`config.mk`:
```
export PLATFORM = sky130hd
export DESIGN_NAME = dff_pipe
export DESIGN_NICKNAME = d
export VERILOG_FILES = /design/src/rtl/dff_pipe_pkg.sv /design/src/rtl/dff_pipe_dffe_stage.sv /design/src/rtl/dff_pipe.sv
export SDC_FILE = /design/constraint.sdc
export NUM_CORES = 1
export LEC_CHECK = 0
export CAP_MARGIN = 10
export CORE_UTILIZATION = 25
export DETAILED_ROUTE_END_ITERATION = 12
export PLACE_DENSITY = 0.45
export SLEW_MARGIN = 20
export SYNTH_ARGS = -nofsm -noshare
export SYNTH_HDL_FRONTEND = slang
export SYNTH_SLANG_ARGS = --single-unit
```
`constraint.sdc`:
```
create_clock -name clk -period 2.9 [get_ports clk]
set_input_delay 0.725 -clock clk [delete_from_list [all_inputs] [get_ports clk]]
set_output_delay 0.725 -clock clk [all_outputs]
set_load 0.05 [all_outputs]
```
`src/rtl/dff_pipe_pkg.sv`:
```
// dff_pipe_pkg: shared definitions for the dff_pipe register pipeline.
//   count_width() - width of the occupancy counter for a given depth
//   stage_t       - one pipeline stage (data + valid) at the catalog default width
package dff_pipe_pkg;

    localparam int unsigned DEF_N     = 32;
    localparam int unsigned DEF_DEPTH = 4;

    // Occupancy ranges over 0..depth inclusive, hence depth+1 values.
    function automatic int unsigned count_width(input int unsigned depth);
        return $clog2(depth + 1);
    endfunction

    localparam int unsigned CNT_W = count_width(DEF_DEPTH);

    typedef struct packed {
        logic [DEF_N-1:0] data;
        logic             valid;
    } stage_t;

endpackage

```
`src/rtl/dff_pipe_dffe_stage.sv`:
```
// dffe_stage: one N+1-bit pipeline register (data + valid).
//   clk      - rising-edge clock
//   rst      - synchronous active-high reset: data <= RST_VAL, valid <= 0
//   flush    - clears valid only; data holds; beats en
//   en       - load d/valid_in
//   d        - data in
//   valid_in - valid in
//   q        - registered data
//   valid    - registered valid
module dffe_stage #(
    parameter int unsigned       N       = 32,
    parameter logic [N-1:0]      RST_VAL = '0
) (
    input  logic         clk,
    input  logic         rst,
    input  logic         en,
    input  logic         flush,
    input  logic [N-1:0] d,
    input  logic         valid_in,
    output logic [N-1:0] q,
    output logic         valid
);

    always_ff @(posedge clk) begin
        if (rst) begin
            q     <= RST_VAL;
            valid <= 1'b0;
        end else if (flush) begin
            valid <= 1'b0;
        end else if (en) begin
            q     <= d;
            valid <= valid_in;
        end
    end

endmodule

```
`src/rtl/dff_pipe.sv`:
```
// dff_pipe: DEPTH-stage stallable register pipeline with valid bits,
// flush and occupancy count.
//   clk       - rising-edge clock
//   rst       - synchronous active-high reset (highest priority)
//   en        - advance the whole pipeline by one stage
//   flush     - invalidate every stage (data held, no shift)
//   d         - data into stage 0
//   valid_in  - qualifies d
//   q         - data of the last stage
//   qn        - ~q
//   valid_out - valid bit of the last stage
//   count     - number of valid stages, 0..DEPTH
module dff_pipe
    import dff_pipe_pkg::*;
#(
    parameter int unsigned  N       = 32,
    parameter int unsigned  DEPTH   = 4,
    parameter logic [N-1:0] RST_VAL = '0
) (
    input  logic                         clk,
    input  logic                         rst,
    input  logic                         en,
    input  logic                         flush,
    input  logic [N-1:0]                 d,
    input  logic                         valid_in,
    output logic [N-1:0]                 q,
    output logic [N-1:0]                 qn,
    output logic                         valid_out,
    output logic [count_width(DEPTH)-1:0] count
);

    localparam int unsigned CW = count_width(DEPTH);

    logic [N-1:0] stage_data  [DEPTH];
    logic         stage_valid [DEPTH];

    for (genvar i = 0; i < DEPTH; i++) begin : g_stage
        logic [N-1:0] in_data;
        logic         in_valid;

        if (i == 0) begin : g_head
            assign in_data  = d;
            assign in_valid = valid_in;
        end else begin : g_body
            assign in_data  = stage_data[i-1];
            assign in_valid = stage_valid[i-1];
        end

        dffe_stage #(
            .N       (N),
            .RST_VAL (RST_VAL)
        ) u_stage (
            .clk      (clk),
            .rst      (rst),
            .en       (en),
            .flush    (flush),
            .d        (in_data),
            .valid_in (in_valid),
            .q        (stage_data[i]),
            .valid    (stage_valid[i])
        );
    end

    // Tracked incrementally rather than by popcount: one entry enters at
    // stage 0 and one leaves from the last stage on each enabled edge.
    always_ff @(posedge clk) begin
        if (rst || flush) begin
            count <= '0;
        end else if (en) begin
            count <= count + CW'(valid_in) - CW'(stage_valid[DEPTH-1]);
        end
    end

    assign q         = stage_data[DEPTH-1];
    assign qn        = ~stage_data[DEPTH-1];
    assign valid_out = stage_valid[DEPTH-1];

endmodule

```
-- Yosys cells after proc, flatten, opt, wreduce, memory -nomap -nowiden
Cells that the tools add are included.
- register bits after elaboration: 135
- input bits: 37
- logic and storage cells: 16
- add/subtract/negate cells: 2
- bitwise gates (word level): 2
- reductions and logical operators: 3
- operators by type and width (operator ; number):
    $not A32 Y32 ; 1
    $add A3 B1 Y3 ; 1
    $sub A3 B1 Y3 ; 1
    $reduce_and A2 Y1 ; 1
    $reduce_or A2 Y1 ; 1
    $logic_or A1 B1 Y1 ; 1
    $not A1 Y1 ; 1

-- Logic depth before layout (Yosys ltp)
- word-level depth: 2
- gate-level depth with buffers: 9

-- Cells and area by module
A second synthesis with hierarchy kept.
- cells, all modules: 642
- area, all modules: 6301.0 µm²
- modules (own cells, without submodules) (module ; instances ; cells each ; area an instance (µm²) ; seq. area each (µm²)):
    dffe_stage ; 4 ; 148 ; 1498.9 ; 660.6
    dff_pipe ; 1 ; 50 ; 305.3 ; 60.1

-- Least setup slack after synthesis
Ideal clock, no wire load.
- path type: reg2reg
- from: register count[0]
- to: register count[2]
- library setup time: 0.058 ns
- arrival time: 2.077 ns
- data required time: 2.842 ns
- slack: 0.766 ns
- cell stages (with the launch flop): 10
- path buffers: 0
- period minus slack after synthesis: 2.134 ns
- cell sequence: dfxtp_1 -> inv_1 -> ha_1 -> inv_1 -> ha_1 -> inv_1 -> fa_1 -> xor2_1 -> a211oi_1 -> a31o_2
- word-level cells in the longest chain between the ends: 2
- ends and longest elaborated chain (element ; RTL line ; source):
    start: declaration ; dff_pipe.sv:29 ; output logic [count_width(DEPTH)-1:0] count
    start signal: assignment ; dff_pipe.sv:70 ; count <= count + CW'(valid_in) - CW'(stage_valid[DEPTH-1]);
    $add A3 B1 Y3 ; dff_pipe.sv:70 ;
    $sub A3 B1 Y3 ; dff_pipe.sv:70 ;
Every way passes these cells.
A chain may end at the register's enable or synchronous reset.

-- Worst setup path after layout
- from: register count[1]
- to: output port count[1]
No word-level cell between the ends.

==> impl_metrics.json <==
{
  "final.setup_skew_ps": 6.07,
  "hold_ws_ps": 447,
  "die_h_um": 142,
  "synth_area_leader_cell": "dfxtp_1",
  "netlist.area_leader.share": 0.549,
  "fin_setup_tns_ps": 0,
  "syn_to_final_growth_pct": 35.6,
  "setup.worst_path.class": "reg2out",
  "max_freq_mhz": 416,
  "port_buffers": 104,
  "final_common_cell": "nand2_1",
  "r2r_cells": 9,
  "clk_pin_slew_ps": 60,
  "regToRegStartpoint": "count[0]$_SDFFE_PP0P_",
  "gp_congestion": 0.714,
  "cp_slowest_cell": "clkdlybuf4s50_1",
  "vias": 4019,
  "avgRoutedWirePerCell_um": 10.7,
  "dieArea_mm2": 0.0203,
  "worst_ep_required_time_ps": 2170,
  "synth.distinct_cells": 19,
  "io_pins": 105,
  "viasPerCell": 4.11,
  "num_antenna_cells": 0,
  "yosysWarnings": 0,
  "synth.avg_cell_area_um2": 7.93,
  "cts.htree.levels": 4,
  "num_rows": 50,
  "dp_hpwl_um": 6320,
  "drive_above_1_share": 0.0558,
  "antenna_found_initial": 0,
  "leakage_nw": 2.24,
  "slew_headroom": 0.611,
  "cp-end-kind": "output port",
  "clock_path_buffers": 2,
  "numCtsBuffers": 17,
  "first_pass_iters": 4,
  "grt_first_pass_wirelength_um": 17500,
  "core-area_mm2": 0.0190,
  "root_buffer": "clkbuf_16",
  "cts_setup_buffers": 0,
  "grt_max_degree": 129,
  "clock-sinks": 135,
  "hold_depth": 2,
  "cts_tree": "built",
  "status": "finished clean",
  "arrival_ps": 1680,
  "tightest_slew_ps": 584,
  "min_period_over_period": 0.829,
  "clk_latency_ps": 410,
  "final_util": 0.351,
  "p_per_area_mw_per_mm2": 646,
  "nets": 745,
  "track_usage": 0.109,
  "grt_overflow_total": 0,
  "syn_nets": 661,
  "ys_seq_area_frac": 0.549,
  "cp.depth": 1,
  "worstPathMaxFanout": 4,
  "synth_area_mm2": 0.00492,
  "period_needed_ps": 2410,
  "final_cell_mix": "nand2_1 (256), dfxtp_1 (135), a21oi_1 (128)",
  "grt_pass1_vias": 3657,
  "cts_hold_buf": 0,
  "hold_path_startpoint": "g_stage[1].u_stage.q[3]$_SDFFE_PP0P_",
  "crit_buf_inv": 1,
  "cts_resized": 0,
  "synthTopCellsByArea": "dfxtp_1 (55%), nand2_1 (20%), a21oi_1 (13%)",
  "vdd_drop_max_mv": 0.384,
  "hold_class": "reg2reg",
  "drt-total-wl_um": 10500,
  "ys_ff_latch": 135,
  "maxCapViolations": 0,
  "detail-route-antenna-nets": 0,
  "slew_violations": 0,
  "first_iter_violations": 183,
  "setup_viol": 0,
  "initial_core_util": 0.259,
  "rsz0062_at_grt": "false",
  "hold_violations": 0,
  "path_delay_family": "buffers and inverters",
  "start_kind": "register",
  "cp_cell_sequence": "clkdlybuf4s50_1",
  "critical_path.max_stage_delay_ps": 840,
  "cp-startpoint": "count[1]$_SDFFE_PP0P_",
  "syn_inst": 621,
  "drt_drc_violations_left": 0,
  "die_x_um": 142
}
-- where the power goes --
part           switching [W]  total (W)  internal [W]  leakage, nW
registers          0.0000160    0.00190       0.00189         1.09
clock network       0.000805    0.00220       0.00140        0.297
logic               0.000127   0.000211     0.0000848        0.848
-- final timing paths --
check	to	slack, ps
setup reg to reg	count[2]$_SDFFE_PP0P_	980
setup / recovery	count[1]	490
hold / removal	g_stage[2].u_stage.q[3]$_SDFFE_PP0P_	450
hold reg to reg	g_stage[2].u_stage.q[3]$_SDFFE_PP0P_	450
-- layer usage --
metal | up-vias | wire length (µm) | track usage
met1 | 1786 | 5180 | 0.137
met4 | 0 | 205 | 0.0555
li1 | 2115 | - | -
met2 | 98 | 4580 | 0.169
met5 | - | 0 | 0
met3 | 20 | 529 | 0.0330
-- cell families after synthesis --
family,Yosys count,share of synthesized area
compound gates,131,0.135
xor+xnor,1,0.00178
fa+ha+maj,3,0.00915
buf+inv,80,0.0900
flops,135,0.549
mux,5,0.0102
simple gates,266,0.205
-- cell type report --
class,instances,area (µm²)
repair buffers,109,1130
fillers,2039,12300
inverters,36,135
multi-input cells,406,1780
well taps,260,325
clock inverters,11,148
flip-flops and latches,135,2700
clock buffers,20,457
-- sequential cells by signal, summed over array words and instances (netlist names) --
signal and count:
g_stage.u_stage.valid 4, count 3, g_stage.u_stage.q 128
-- synth_stat cells --
master / n
dfxtp_1: 135
and2b_2: 1
ha_1: 2
nand2_1: 256
buf_6: 8
fa_1: 1
or2b_1: 1
a31o_2: 1
nor2_1: 7
a21oi_1: 128
clkbuf_1: 14
or2_2: 1
xor2_1: 1
clkbuf_8: 6
inv_1: 36
buf_4: 1
a211oi_1: 2
buf_2: 15
mux2i_1: 5
-- per-stage QoR --
stage          power [W]  cell area (µm²)  instances  setup slack, ps
5_1_grt          0.00448             6680        977              427
4_1_cts          0.00438             6680        977              463
2_1_floorplan    0.00208             4920        621              766
3_5_place_dp     0.00216             6070        946              433
3_3_place_gp     0.00216             6070        946              490
6_report         0.00432             6680        977              495
Power figures use the tool's default switching activity.
